**config.mk**
```make
export PLATFORM = sky130hd
export DESIGN_NAME = widget2_rx
export DESIGN_NICKNAME = d
export VERILOG_FILES = /design/src/rtl/widget2_rx.sv
export SDC_FILE = /design/constraint.sdc
export NUM_CORES = 1
export LEC_CHECK = 0
export CAP_MARGIN = 20
export CORE_ASPECT_RATIO = 1.1
export CORE_MARGIN = 1
export CORE_UTILIZATION = 38
export CTS_CLUSTER_DIAMETER = 120
export DETAILED_ROUTE_END_ITERATION = 10
export GPL_TIMING_DRIVEN = 0
export PLACE_DENSITY = 0.61
export SETUP_SLACK_MARGIN = 0.15
export SLEW_MARGIN = 30
export SYNTH_ARGS = -nofsm -noshare
export SYNTH_HDL_FRONTEND = slang
export SYNTH_SLANG_ARGS = --single-unit
```
**constraint.sdc**
```tcl
create_clock -name clk -period 1.72 [get_ports clk]
set_input_delay 0.172 -clock clk [delete_from_list [all_inputs] [get_ports clk]]
set_output_delay 0.172 -clock clk [all_outputs]
set_load 0.03 [all_outputs]
```
**src/rtl/widget2_rx.sv**
```systemverilog
// ---------------------------------------------------------------------------
// widget2_rx
// Serial receiver for the widget2 1-bit data stream. One line bit is sampled
// per clock. A frame is: start bit (0), DATA_W data bits LSB first, an
// optional even-parity bit, and a stop bit (1). Good frames are loaded into a
// single holding register that is drained with a valid/ready handshake.
//
// Parameters
//   DATA_W     data bits per frame (5..16)
//   PARITY_EN  1 = frame carries an even-parity bit, 0 = no parity bit
//
// Ports
//   clk         sole clock, rising edge
//   rst_n       asynchronous, active-low reset
//   data_in     serial line, idle high, one bit per cycle
//   data_out    received word, meaningful while data_valid = 1
//   data_valid  holding register contains an unconsumed word
//   data_ready  consumer accepts the word when data_valid & data_ready
//   parity_err  one-cycle pulse: frame discarded for bad parity
//   frame_err   one-cycle pulse: frame discarded for a 0 stop bit
//   overrun     one-cycle pulse: good frame dropped, holding register full
// ---------------------------------------------------------------------------
module widget2_rx #(
    parameter int DATA_W    = 8,
    parameter int PARITY_EN = 1
) (
    input  logic              clk,
    input  logic              rst_n,
    input  logic              data_in,
    output logic [DATA_W-1:0] data_out,
    output logic              data_valid,
    input  logic              data_ready,
    output logic              parity_err,
    output logic              frame_err,
    output logic              overrun
);

    localparam int CNT_W = $clog2(DATA_W);
    localparam logic [CNT_W-1:0] LAST_BIT = CNT_W'(DATA_W - 1);

    typedef enum logic [2:0] {
        S_IDLE,
        S_DATA,
        S_PARITY,
        S_STOP,
        S_WAIT_IDLE
    } state_t;

    state_t              state_reg, state_next;
    logic [CNT_W-1:0]    cnt_reg, cnt_next;
    logic [DATA_W-1:0]   shift_reg, shift_next;
    logic [DATA_W-1:0]   shift_in;
    // Running XOR of the data bits and (when present) the parity bit;
    // a 1 at the stop bit means the even-parity check failed.
    logic                par_acc_reg, par_acc_next;

    logic [DATA_W-1:0]   data_out_reg, data_out_next;
    logic                data_valid_reg, data_valid_next;
    logic                parity_err_reg, parity_err_next;
    logic                frame_err_reg, frame_err_next;
    logic                overrun_reg, overrun_next;

    logic                par_bad;
    logic                good_frame;
    logic                load_word;

    // LSB-first shifting: new bit enters at the top, so after DATA_W shifts
    // the first received bit sits in bit 0.
    generate
        for (genvar gi = 0; gi < DATA_W; gi++) begin : g_shift
            if (gi == DATA_W - 1) begin : g_top
                assign shift_in[gi] = data_in;
            end else begin : g_mid
                assign shift_in[gi] = shift_reg[gi+1];
            end
        end
    endgenerate

    // State register and datapath registers
    always_ff @(posedge clk or negedge rst_n) begin
        if (!rst_n) begin
            state_reg      <= S_IDLE;
            cnt_reg        <= '0;
            shift_reg      <= '0;
            par_acc_reg    <= 1'b0;
            data_out_reg   <= '0;
            data_valid_reg <= 1'b0;
            parity_err_reg <= 1'b0;
            frame_err_reg  <= 1'b0;
            overrun_reg    <= 1'b0;
        end else begin
            state_reg      <= state_next;
            cnt_reg        <= cnt_next;
            shift_reg      <= shift_next;
            par_acc_reg    <= par_acc_next;
            data_out_reg   <= data_out_next;
            data_valid_reg <= data_valid_next;
            parity_err_reg <= parity_err_next;
            frame_err_reg  <= frame_err_next;
            overrun_reg    <= overrun_next;
        end
    end

    // Next-state logic
    always_comb begin
        state_next   = state_reg;
        cnt_next     = cnt_reg;
        shift_next   = shift_reg;
        par_acc_next = par_acc_reg;
        case (state_reg)
            S_IDLE: begin
                if (!data_in) begin
                    state_next   = S_DATA;
                    cnt_next     = '0;
                    par_acc_next = 1'b0;
                end
            end
            S_DATA: begin
                shift_next   = shift_in;
                par_acc_next = par_acc_reg ^ data_in;
                cnt_next     = cnt_reg + 1'b1;
                if (cnt_reg == LAST_BIT) begin
                    cnt_next   = '0;
                    state_next = (PARITY_EN != 0) ? S_PARITY : S_STOP;
                end
            end
            S_PARITY: begin
                par_acc_next = par_acc_reg ^ data_in;
                state_next   = S_STOP;
            end
            S_STOP: begin
                state_next = data_in ? S_IDLE : S_WAIT_IDLE;
            end
            S_WAIT_IDLE: begin
                if (data_in) begin
                    state_next = S_IDLE;
                end
            end
            default: state_next = S_IDLE;
        endcase
    end

    // Output logic: frame verdict on the stop-bit edge plus the handshake
    always_comb begin
        par_bad    = (PARITY_EN != 0) && par_acc_reg;
        good_frame = (state_reg == S_STOP) && data_in && !par_bad;
        // A full holding register can still take a new word if it is being
        // drained on this very edge.
        load_word  = good_frame && (!data_valid_reg || data_ready);

        data_out_next   = data_out_reg;
        data_valid_next = data_valid_reg;
        if (load_word) begin
            data_out_next   = shift_reg;
            data_valid_next = 1'b1;
        end else if (data_valid_reg && data_ready) begin
            data_valid_next = 1'b0;
        end

        // A 0 stop bit masks any parity verdict, keeping the pulses exclusive.
        frame_err_next  = (state_reg == S_STOP) && !data_in;
        parity_err_next = (state_reg == S_STOP) && data_in && par_bad;
        overrun_next    = good_frame && data_valid_reg && !data_ready;
    end

    assign data_out   = data_out_reg;
    assign data_valid = data_valid_reg;
    assign parity_err = parity_err_reg;
    assign frame_err  = frame_err_reg;
    assign overrun    = overrun_reg;

endmodule

```
==> summary.txt, run 1 <==
Floorplan
  – Chip Height: a little under 60 µm
  – Die width: around 54 µm
  – Die Area: roughly 3200 µm²
  – Starting density of the core: 0.402
  – Total core area: approximately 2800 µm²
  – Row Count: 20
  – IO Count: 16

CTS
  – Clk Latency, worst-skew pair: ~320 ps
  – Clock Path Buffers: 2
  – Number of H-tree levels: 1
  – Cts bufs inserted: 3
  – CTS tree: built
  – CTS Root Cell: clkbuf_4
  – CTS Sinks: 27
  – Clk slew on worst S/H paths: approximately 150 ps

Run
  – # Max-Cap Violations: 0

Placed design
  – Post-DP HPWL: 1210 µm
  – Place WS: -240 ps
  – Dpl cell area: about 1300 µm²
  – Global placement routability congestion: between 0.7 and 0.8
  – Port buffer count: 15

Final layout
  – Register area: around 680 µm²
  – Final net count: approximately 110
  – Design area: roughly 1400 µm²
  – Area Overhead vs Synth: 24.6%
  – Fin util: 0.501
  – Fraction of layout cells with a size suffix above 1: 0.314
  – Ant. Diodes: 0
  – Fill count: 259
  – Area of the multi-input gates: between 400 and 500 µm²

Synthesis
  – Top-count cell post-synth: dfrtp_1
  – Cells after synthesis: 79
  – Largest area contributor in the netlist: dfrtp_1
  – Post-Syn Area per Cell: roughly 14 µm²
  – Seq cells post-synth: 27
  – Top_reg_cell synth: dfrtp_1
  – Synthesized Nets: 85
  – Sequential share of the synthesized area: 0.605
  – Cell Area, Synth: 1120 µm²
  – Synth warnings: 0
  – Post-synth cell types: 24
  – Top cells by area, synth: dfrtp_1 (60%), mux2_2 (17%), ha_1 (2.2%), nand4b_4 (2.1%), nor3b_4 (1.7%)
  – Post-synth EDFFs: 0
  – Most frequent cells after synthesis: dfrtp_1 (27), mux2_2 (17), inv_1 (3), nor2_1 (3), o21ai_0 (3)
  – Ys async rst share: 1.00
  – Synth top area share: 0.605

Critical path
  – Critical path required time: between 1500 and 2000 ps
  – Setup crit start kind: flop
  – Worst setup EP type: flop
  – Crit Path Class: flop to flop
  – Crit path max fanout: 10
  – CP arrival: 1730 ps
  – Reg-to-reg critical path endpoint: shift_reg[3]$_DFFE_PN0P_
  – Worst R2R Setup Slack: ~220 ps
  – FF-to-FF Start: state_reg[1]$_DFFE_PN0P_
  – R2R depth: 4

Power
  – Peak VDD IR: about 0.72 mV
  – PD cells: roughly 1700 nW/µm²
  – P_leak: between 0.7 and 0.8 nW

GRT
  – First-pass GRT wire length: between 3000 and 4000 µm
  – Grt total ovfl: 0
  – All-Layer GR Usage: 0.138
  – Vias in the first global route: ~670
  – Initial antenna violation count: 0
  – Largest net degree at the start of global routing: 28

STA
  – Final Cycle Share: 0.871
  – Rel. slew slack: 0.598
  – Worst hold slack: 375 ps
  – Final hold vios: 0
  – FMAX: ~670 MHz
  – Final setup margin: about 220 ps
  – Worst Max-Slew Pin Slew: 603 ps
  – RSZ-0062 raised after global routing: false
  – Setup Skew: around 9.0 ps
  – Fin. max-slew vios: 0
  – Final setup fails: 0
  – Post-layout min period: ~1500 ps

Drt
  – Total wire length: around 1800 µm
  – Via count: 664
  – Wire per inst: ~13 µm
  – Vias/cell: approximately 5
  – Drt drc: 0
  – Antenna-violating nets left: 0
  – Drt pass-1 iters: 2
  – Drt initial violations: 3

Worst hold path
  – Hold Crit Class: primary input to asynchronous set/reset pin

Run status
  – Outcome: finished, final reports clean
-- cells in the final DEF, fill, tap and decap left out, drive strengths merged --
cell type	Yosys	routed
nand4b	1	1
nor2	3	3
inv	3	3
nand3b	1	1
nand2b	2	2
xor2	1	1
clkbuf	0	4
nor3	2	2
nand2	2	2
dlygate4sd2	0	1
clkinvlp	0	1
a22o	2	2
buf	3	6
a311oi	1	1
o21ai	3	3
a31oi	1	1
o311a	1	1
dfrtp	27	27
and4	1	1
ha	2	2
dlygate4sd3	0	1
clkdlybuf4s50	0	5
nor2b	1	1
a21oi	2	2
nor3b	2	2
mux2	17	17
dlymetal6s2s	0	8
nand3	1	1
-- per-stage QoR --
| stage | setup TNS [ps] | power [mW] | std cells |
|---|---|---|---|
| floorplan | 0 | 1.77 | 79 |
| global placement | -1670 | 2.05 | 127 |
| detailed placement | -1800 | 2.09 | 127 |
| CTS | 0 | 2.38 | 134 |
| global route | 0 | 2.53 | 135 |
| finish | 0 | 2.35 | 135 |
-- where the power goes --
group	switching [mW]	leakage, nW	internal [mW]
clock network	0.188	0.0139	0.0887
registers	0.163	0.340	0.892
logic	0.485	0.385	0.532
-- timing repair --
item,4_1_cts,5_1_grt
gates resized for setup,1,11
hold buffers,1,0
setup endpoints to repair,9,26
pin swaps,1,1
hold endpoints to repair,27,0
buffers inserted,2,1
-- logic make-up (layout without fill, tap and decap cells) --
| kind of cell | Yosys count | count (layout) | share of synthesized area |
|---|---|---|---|
| AOI/OAI and AO/OA | 10 | 10 | 0.0605 |
| xor gates and xnor gates | 1 | 1 | 0.00784 |
| adders and majority gates | 2 | 2 | 0.0224 |
| buffers and inverters | 6 | 29 | 0.0258 |
| DFF | 27 | 27 | 0.605 |
| muxes | 17 | 17 | 0.171 |
| and+or+nand+nor | 16 | 16 | 0.108 |
-- critical path: stages (launching register included) --
cell	delay, ps
dfrtp_1	440
buf_2	190
nor3b_1	190
clkbuf_4	240
mux2_2	350
-- how the worst max path moves through the flow --
stage,startpoint,to,slack (ps),cells after the start
floorplan,state_reg[2]$_DFFE_PN0P_,data_out[0]$_DFFE_PN0P_,270,3
global placement,data_in,data_out[5]$_DFFE_PN0P_,-210,4
detailed placement,data_in,data_out[3]$_DFFE_PN0P_,-240,4
CTS,data_out[5]$_DFFE_PN0P_,data_out[5],160,1
global route,state_reg[1]$_DFFE_PN0P_,cnt_reg[1]$_DFFE_PN0P_,110,5
finish,state_reg[1]$_DFFE_PN0P_,shift_reg[3]$_DFFE_PN0P_,220,4
-- final cells by class --
class | instances | share of cell area
Sequential cell | 27 | 0.486
Multi-Input combinational cell | 46 | 0.296
Timing Repair Buffer | 19 | 0.141
Tap cell | 33 | 0.0296
Buffer | 3 | 0.0171
Clock buffer | 3 | 0.0162
Inverter | 3 | 0.00809
Clock inverter | 1 | 0.00539
-- metal layers --
metal	GRT usage	up-vias	routed length, µm
li1	-	326	-
met1	0.187	328	867
met2	0.212	8	856
met3	0.0233	2	56
met4	0.0677	0	18
met5	0	-	0
No activity file was read; power rests on OpenSTA's default activity.
==> inputs of run 2 (changes only) <==
==> constraint.sdc (replaced) <==
create_clock -name clk -period 1.9 [get_ports clk]
set_input_delay 0.19 -clock clk [delete_from_list [all_inputs] [get_ports clk]]
set_output_delay 0.19 -clock clk [all_outputs]
set_load 0.03 [all_outputs]
==> summary.txt, run 2 (synthesis results as in run 1) <==
Run status
  – Outcome: finished, final reports clean

Power
  – Pint: 1.38 mW (-9.0%)
  – Peak VDD IR: 0.640 mV (-11%)
  – Switch share: 0.355 (-0.00103)
  – Comb pwr share: 0.434 (about the same)
  – Flop pwr share: 0.449 (about the same)
  – P_leak: 0.598 nW (-19%)
  – Final Total Pwr: 2.13 mW (-9.1%)
  – PD cells: 1570 nW/µm² (-7.2%)
  – Sw power: 0.758 mW (-9.4%)
  – Part of the power in the clock network: 0.117 (about the same)

Final layout
  – Finished Layout Cells: 133 (-1.5%)
  – Final net count: 107 (-1.8%)
  – Commonest non-fill, non-tap cell in the layout: dfrtp_1
  – Fraction of layout cells with a size suffix above 1: 0.290 (-0.0237)
  – Ant. Diodes: 0 (unchanged)
  – Design area: 1360 µm² (-2.1%)
  – Area of the multi-input gates: 413 µm² (unchanged)
  – Fill count: 261 (+0.77%)
  – Area Overhead vs Synth: 22.1%
  – Register area: 676 µm² (-0.18%)
  – Leading cell types in the layout, fill and taps excluded: dfrtp_1 (27), mux2_2 (17), clkdlybuf4s50_1 (14)

Critical path
  – Crit path max fanout: 2 (-8)
  – Buffers and inverters on the worst path: 1 (-1)
  – CP max stage delay: 670 ps (+230 ps)
  – Worst setup EP type: output port
  – Crit path max-delay cell type: clkdlybuf4s50_1
  – Critical path required time: 1710 ps (-240 ps)
  – CP delay by family, top: buffers and inverters
  – Setup crit start kind: flop
  – Crit Path Class: flop to output port
  – CP arrival: 1380 ps (-350 ps)
  – Crit-path cells: clkdlybuf4s50_1

STA
  – Post-layout min period: approximately 1600 ps
  – Final Cycle Share: 0.829
  – Rel. slew slack: 0.599 (about the same)
  – FMAX: approximately 640 MHz
  – Final hold vios: 0 (unchanged)
  – Final setup fails: 0 (unchanged)
  – RSZ-0062 raised after global routing: false
  – Worst Max-Slew Pin Slew: 602 ps (-0.740 ps)
  – Fin. max-slew vios: 0 (unchanged)
  – Setup Skew: 8.41 ps (-0.579 ps)

Placed design
  – Placed Cells: 127 (unchanged)
  – Port buffer count: 15 (unchanged)
  – Global placement routability congestion: 0.772 (unchanged)
  – Dpl cell area: 1300 µm² (unchanged)
  – Post-DP HPWL: 1210 µm (unchanged)

CTS
  – Number of H-tree levels: 1 (unchanged)
  – Clock Path Buffers: 2 (unchanged)
  – CTS tree: built
  – CTS Root Cell: clkbuf_4
  – Post-cts resize count: 0 (-1)
  – Cts bufs inserted: 3 (unchanged)
  – Clk slew on worst S/H paths: 150 ps (about the same)
  – CTS Sinks: 27 (unchanged)
  – Clk Latency, worst-skew pair: 320 ps (about the same)

Floorplan
  – Row Count: 20 (unchanged)
  – IO Count: 16 (unchanged)
  – Die width: 53.7 µm (unchanged)
  – Total core area: 2780 µm² (unchanged)
  – Chip Height: 58.9 µm (unchanged)
  – Starting density of the core: 0.402 (unchanged)
  – Die Area: 3160 µm² (unchanged)

GRT
  – Vias in the first global route: 662 (-0.45%)
  – Largest net degree at the start of global routing: 28 (unchanged)
  – Initial antenna violation count: 0 (unchanged)
  – Grt total ovfl: 0 (unchanged)
  – All-Layer GR Usage: 0.138 (-0.000534)
  – First-pass GRT wire length: 3110 µm (-0.22%)

Drt
  – Via count: 658 (-0.90%)
  – Wire per inst: 13.3 µm (-0.47%)
  – Drt drc: 0 (unchanged)
  – Vias/cell: 4.95 (+0.59%)
  – Drt pass-1 iters: 2 (unchanged)
  – Drt initial violations: 3 (unchanged)
  – Total wire length: 1760 µm (-1.9%)
  – Antenna-violating nets left: 0 (unchanged)

Worst hold path
  – Hold Crit Class: primary input to asynchronous set/reset pin

Run
  – # Max-Cap Violations: 0 (unchanged)
## run 2: cell count changes in the layout (fill, tap and decap cells not counted), sizes merged
cell and change:
clkdlybuf4s50 +9, dlymetal6s2s -8, buf -1, clkbuf -1, dlygate4sd2 -1
## run 2: power groups by stage
| stage | Sequential, mW | Combinational [mW] | Clock [mW] |
|---|---|---|---|
| 2_1_floorplan | 1.10 | 0.497 | 0 |
| 3_3_place_gp | 0.959 | 0.899 | 0 |
| 3_5_place_dp | 0.976 | 0.920 | 0 |
| 4_1_cts | 0.960 | 0.929 | 0.267 |
| 5_1_grt | 0.992 | 1.01 | 0.294 |
| 6_report | 0.959 | 0.925 | 0.250 |
## run 2: layout make-up
cell class                 instances  area share
tap                               33      0.0303
timing repair buffer              17       0.128
inverter                           3     0.00826
clock buffer                       3      0.0165
buffer                             3      0.0128
clock inverter                     1     0.00550
sequential                        27       0.495
multi-input combinational         46       0.303
## run 2: final timing paths
check	from	end	slack (ps)	cells past startpoint
max in group asynchronous	rst_n	state_reg[0]$_DFFE_PN0P_	1110	2
max reg2reg	state_reg[2]$_DFFE_PN0P_	data_out[3]$_DFFE_PN0P_	350	4
min reg2reg	data_out[2]$_DFFE_PN0P_	data_out[2]$_DFFE_PN0P_	530	1
min	rst_n	data_out[7]$_DFFE_PN0P_	390	2
min in group clk	data_out[2]$_DFFE_PN0P_	data_out[2]$_DFFE_PN0P_	530	1
max	data_out[3]$_DFFE_PN0P_	data_out[3]	330	1
## run 2: per-stage QoR
| step | worst slack [ps] | hold slack [ps] | utilization | TNS, ps |
|---|---|---|---|---|
| floorplan | 451 | -106 | - | 0 |
| global placement | -49.6 | 487 | 0.471 | -370 |
| detailed placement | -78.1 | 235 | 0.469 | -503 |
| CTS | 221 | 399 | 0.484 | 0 |
| global route | 252 | 422 | 0.491 | 0 |
| finish | 325 | 394 | 0.491 | 0 |
## run 2: routing by layer
metal,track usage,part of all wire,up-vias
met3,0.0233,0.024,2
met1,0.185,0.51,324
met2,0.212,0.46,8
met5,0,0,-
li1,-,-,324
met4,0.0677,0.010,0
## run 2: what timing repair did
action | in CTS | in global routing
setup buffers | 0 | 1
hold endpoints to repair | 27 | 0
hold buffers | 1 | 0
endpoints found under the setup margin | 0 | 4
## run 2: worst reg2reg max path: cells and delay by family, from the launching register on
kind          cells  cell delay, ps
buf+inv           1             150
simple gates      2             490
flops             1             490
mux               1             340
==> inputs of run 3 (changes only) <==
==> constraint.sdc (replaced) <==
create_clock -name clk -period 1.5 [get_ports clk]
set_input_delay 0.15 -clock clk [delete_from_list [all_inputs] [get_ports clk]]
set_output_delay 0.15 -clock clk [all_outputs]
set_load 0.03 [all_outputs]
==> summary.txt, run 3 (synthesis results as in run 1) <==
Critical path
  – FF-to-FF Start: state_reg[0]$_DFFE_PN0P_
  – Critical Path Stages: 5 (+4)
  – CP arrival: 1660 ps (+280 ps)
  – Crit path max fanout: 8 (+6)
  – Reg-to-reg critical path endpoint: data_out[4]$_DFFE_PN0P_
  – Setup crit end: data_out[4]$_DFFE_PN0P_
  – Worst setup EP type: flop
  – Setup crit start kind: flop
  – Buffers and inverters on the worst path: 2 (+1)
  – R2R depth: 5 (+1)
  – Worst R2R Setup Slack: 60 ps (-290 ps)
  – Critical path required time: 1720 ps (about the same)
  – CP Launch Point: state_reg[0]$_DFFE_PN0P_
  – Crit path max-delay cell type: dfrtp_1
  – Crit-path cells: buf_6 > nand4b_4 > nor3b_4 > buf_12 > mux2_4
  – CP delay by family, top: flip-flops
  – CP max stage delay: 400 ps (-270 ps)
  – Crit Path Class: flop to flop

Power
  – PD cells: 1990 nW/µm² (+27%)
  – Switch share: 0.351 (-0.00395)
  – Peak VDD IR: 1.06 mV (+65%)
  – Part of the power in the clock network: 0.104 (-0.013)
  – P_leak: 0.745 nW (+25%)
  – Comb pwr share: 0.487 (+0.053)
  – Sw power: 1.05 mW (+39%)
  – Pint: 1.94 mW (+41%)
  – Flop pwr share: 0.409 (-0.040)

Final layout
  – Fraction of layout cells with a size suffix above 1: 0.389 (+0.0989)
  – Ant. Diodes: 0 (unchanged)
  – Area of the multi-input gates: 480 µm² (+16%)
  – Leading cell types in the layout, fill and taps excluded: dfrtp_1 (26), mux2_4 (13), dlygate4sd2_1 (12)
  – Register area: 677 µm² (+0.19%)
  – Fin util: 0.543 (+0.0523)
  – Final net count: 115 (+7.5%)
  – Fill count: 244 (-6.5%)
  – Commonest non-fill, non-tap cell in the layout: dfrtp_1
  – Area Overhead vs Synth: 35.1%

Drt
  – Via count: 725 (+10%)
  – Vias/cell: 5.14 (+3.9%)
  – Drt drc: 0 (unchanged)
  – Antenna-violating nets left: 0 (unchanged)
  – Drt pass-1 iters: 4 (+2)
  – Wire per inst: 14.6 µm (+9.9%)
  – Total wire length: 2060 µm (+16%)
  – Drt initial violations: 13 (+10)

STA
  – Worst hold slack: 343 ps (-50.6 ps)
  – RSZ-0062 raised after global routing: true
  – FMAX: around 690 MHz
  – Final Cycle Share: 0.962
  – Worst Max-Slew Pin Slew: 588 ps (-13.6 ps)
  – Post-layout min period: 1440 ps
  – Final setup fails: 0 (unchanged)
  – Rel. slew slack: 0.608 (+0.00908)
  – Final setup margin: 56.6 ps (-269 ps)
  – Fin. max-slew vios: 0 (unchanged)
  – Final hold vios: 0 (unchanged)
  – Setup Skew: 4.11 ps (-4.30 ps)

CTS
  – Cts bufs inserted: 3 (unchanged)
  – CTS Root Cell: clkbuf_4
  – Clk Latency, worst-skew pair: 320 ps (about the same)
  – CTS tree: built
  – CTS Sinks: 27 (unchanged)
  – Clock Path Buffers: 2 (unchanged)
  – Clk slew on worst S/H paths: 140 ps (about the same)
  – Number of H-tree levels: 1 (unchanged)

GRT
  – Vias in the first global route: 740 (+12%)
  – Grt total ovfl: 0 (unchanged)
  – Initial antenna violation count: 0 (unchanged)
  – First-pass GRT wire length: 3560 µm (+14%)
  – All-Layer GR Usage: 0.156 (+0.0181)
  – Largest net degree at the start of global routing: 28 (unchanged)

Floorplan
  – Total core area: 2780 µm² (unchanged)
  – Die width: 53.7 µm (unchanged)
  – Chip Height: 58.9 µm (unchanged)
  – Row Count: 20 (unchanged)
  – IO Count: 16 (unchanged)
  – Die Area: 3160 µm² (unchanged)
  – Starting density of the core: 0.402 (unchanged)

Placed design
  – Place WS: -422 ps (-344 ps)
  – Post-DP HPWL: 1230 µm (+1.5%)
  – Global placement routability congestion: 0.753 (-2.5%)
  – Port buffer count: 15 (unchanged)

Run status
  – Outcome: finished, final reports clean

Worst hold path
  – Hold Crit Class: primary input to asynchronous set/reset pin

Run
  – # Max-Cap Violations: 0 (unchanged)
[run 3: cell count changes in the layout (fill, tap and decap cells not counted), moves of 2 or more]
cell / delta
buf_2: -2
dlygate4sd2_1: +12
buf_4: +3
mux2_2: -13
buf_6: +7
mux2_4: +13
clkdlybuf4s50_1: -12
o21ai_0: -2
[run 3: worst min path at each step]
stage,from,to,slack (ps),cells after the start
after global placement,cnt_reg[1]$_DFFE_PN0P_,cnt_reg[1]$_DFFE_PN0P_,490,1
after CTS,rst_n,data_out[5]$_DFFE_PN0P_,370,2
final,rst_n,cnt_reg[0]$_DFFE_PN0P_,340,2
after floorplan,rst_n,cnt_reg[0]$_DFFE_PN0P_,-150,0
after global routing,rst_n,data_out[4]$_DFFE_PN0P_,390,2
after detailed placement,rst_n,frame_err$_DFF_PN0_,210,1
[run 3: routing by layer]
metal | GRT usage | up-vias | wire length [µm]
met3 | 0.0258 | 4 | 57
met1 | 0.202 | 371 | 951
met4 | 0.0752 | 0 | 28
li1 | - | 338 | -
met5 | 0 | - | 0
met2 | 0.249 | 12 | 1020
[run 3: power by group through the flow]
stage          Combinational, mW  Sequential (mW)  Clock, mW
4_1_cts                     1.37             1.22      0.331
2_1_floorplan              0.643             1.40          0
3_5_place_dp                1.19             1.23          0
6_report                    1.46             1.23      0.313
3_3_place_gp                1.15             1.22          0
5_1_grt                     1.57             1.26      0.361
[run 3: metrics by stage]
step	total power [mW]	std cells	instance area (µm²)	setup TNS, ps
global route	3.20	141	1510	0
detailed placement	2.42	127	1310	-3380
floorplan	2.04	79	1120	0
global placement	2.37	127	1310	-6160
finish	3.00	141	1510	0
CTS	2.92	141	1470	0
[run 3: repair_timing]
action,CTS,global route
gates resized for setup,29,13
setup endpoints to repair,31,20
pin swaps,3,1
gates cloned,1,0
hold endpoints to repair,27,0
buffers inserted,8,0
hold buffers,1,0
[run 3: layout make-up]
class,count,share of cell area
Buffer,3,0.0224
Clock buffer,3,0.0149
Clock inverter,1,0.00498
Inverter,3,0.00746
Multi-Input combinational cell,46,0.318
Sequential cell,27,0.449
Tap cell,33,0.0274
Timing Repair Buffer,25,0.156
==> RTL change (config.mk and constraints of run 3) <==
Re-encode `state_t` (5 states) as one-hot, 5 bits wide.
--- a/src/rtl/widget2_rx.sv
+++ b/src/rtl/widget2_rx.sv
@@ -40,8 +40,8 @@
 
-    typedef enum logic [2:0] {
-        S_IDLE,
-        S_DATA,
-        S_PARITY,
-        S_STOP,
-        S_WAIT_IDLE
+    typedef enum logic [4:0] {
+        S_IDLE      = 5'b00001,
+        S_DATA      = 5'b00010,
+        S_PARITY    = 5'b00100,
+        S_STOP      = 5'b01000,
+        S_WAIT_IDLE = 5'b10000
     } state_t;
Formal check against the unedited RTL: same outputs for any inputs over 10 cycles, from zero or initial values and one cycle with rst_n low; not proved beyond that.
==> RTL change against run 3 <==
The flow now finishes with violations (design-rule violations, negative setup slack); worst setup slack got worse by 0.78 ns; cell area up 6.8%; routed wire length rose by 10%; utilization down 2.3 points; area after synthesis grew 12%; highest routed layer unchanged; sequential cell count grew 2.
Power is not compared: it rests on default switching activity, and its combinational part moved more than twofold at a synthesized area within 25%.
==> RTL change: results (changes against run 3) <==
layout cells sized above 1 -> 30.22% (-8.7 points)
CP Max Fanout -> 8 (unchanged)
DR WL/cell -> 13.10 um (-10%)
number of global-route vias before repair -> 871 (+18%)
post-route setup slack -> -0.7217 ns (-0.7783 ns)
Layout Skew -> 0.008068 ns (+0.003958 ns)
FILL cells -> 299 (+23%)
Synth Net Count -> 114 (+34%)
DR DRC count -> 2 (+2)
first-pass GRT wire length -> 3726 um (+4.7%)
Final TNS setup -> -6.639 ns (-6.639 ns)
sequential-to-total area share from yosys stat -> 57.87% (-2.6 points)
nets -> 144 (+25%)
max incr delay on CP -> 0.53 ns (+0.13 ns)
Synth area leaders -> dfrtp_1 56%, mux2_4 9.6%, nand2_1 8.4%, or4b_4 2.2%, dfstp_2 2.1%
CTS buffer count -> 5 (+2)
vias -> 904 (+25%)
H-tree levels -> 2 (+1)
Worst path slowest cell -> or4b_4
failing checks -> design-rule violations, negative setup slack
Crit path max-delay family -> simple AND/OR/NAND/NOR gates
reg2reg path depth -> 6 (+1)
clk slew on worst S/H paths -> 0.10 ns (-0.04 ns)
HPWL Detailed -> 1495 um (+21%)
pin count of the biggest net entering global routing -> 30 (+7.1%)
Total GRT Usage -> 14.38% (-1.2 points)
synth cell count leaders -> 28 x dfrtp_1, 28 x nand2_1, 8 x mux2_4
DRT iter0 DRCs -> 21 (+8)
worst min-delay path category -> primary input to async pin
Synth cell types -> 27 (+13%)
Worst-Margin Slew -> 0.6358 ns (+0.04740 ns)
WHS -> 0.3643 ns (+0.02128 ns)
1st-pass router iterations -> 7 (+3)
final setup violation count -> 23 (+23)
run status -> finished with violations
WP data arrival -> 2.44 ns (+0.78 ns)
gp weighted congestion -> 0.7217 (-4.2%)
RTL change: final timing paths:
| check | from | end |
|---|---|---|
| setup / recovery | state_reg[0] | data_out[6] |
| hold / removal | rst_n | cnt_reg[2] |
| setup reg to reg | state_reg[0] | data_out[6] |
| hold reg to reg | shift_reg[0] | shift_reg[0] |
| max in group asynchronous | rst_n | state_reg[1] |
| min in group clk | shift_reg[0] | shift_reg[0] |
RTL change: layer usage:
layer,vias to the layer above,part of all wire [%],global-route usage (%)
li1,424,-,-
met1,451,42,16.40
met2,21,51,23.21
met3,8,4.3,4.375
met4,0,2.9,9.146
met5,-,0,0
RTL change: kinds of logic after synthesis:
| logic type | synth area share, % |
|---|---|
| simple gates | 20.72 |
| flops | 57.87 |
| mux | 9.562 |
| buf+inv | 3.486 |
| xor+xnor | 2.092 |
| compound gates | 4.283 |
| fa+ha+maj | 1.992 |
RTL change: final cells by class:
type / instances / area share (%)
flip-flops and latches: 29 / 45.26
multi-input cells: 72 / 32.92
repair buffers: 23 / 11.96
plain buffers: 6 / 3.571
well taps: 34 / 2.640
clock buffers: 5 / 2.329
clock inverters: 3 / 1.087
inverters: 1 / 0.2329
RTL change: timing repair:
item | CTS | global route
hold buffers | 1 | 0
gates cloned | 0 | 0
pin swaps | 0 | 1
resized for setup | 13 | 13
endpoints found under the hold margin | 28 | 0
buffers inserted | 3 | 4
setup endpoints to repair | 37 | 27
RTL change: report_power, final:
group,switching [mW],leakage (nW),total [mW],internal (mW)
sequential,0.111,0.388,1.05,0.941
combinational,0.279,0.458,0.562,0.282
clock,0.280,0.0310,0.456,0.176
total,0.671,0.877,2.07,1.40
RTL change: through the flow:
step | worst slack, ns | std cells | cell area (um^2)
5_1_grt | -0.7434 | 173 | 1612
4_1_cts | -0.7239 | 169 | 1540
2_1_floorplan | -0.6918 | 108 | 1279
3_3_place_gp | -0.7393 | 157 | 1471
6_report | -0.7217 | 173 | 1612
3_5_place_dp | -0.7466 | 157 | 1466
RTL change: worst reg2reg max path, delay by kind of cell, from the launching register on:
family / cells / cell delay [ns]
multiplexers: 1 / 0.30
buffers and inverters: 2 / 0.24
flip-flops: 1 / 0.38
AND/OR/NAND/NOR: 3 / 1.19
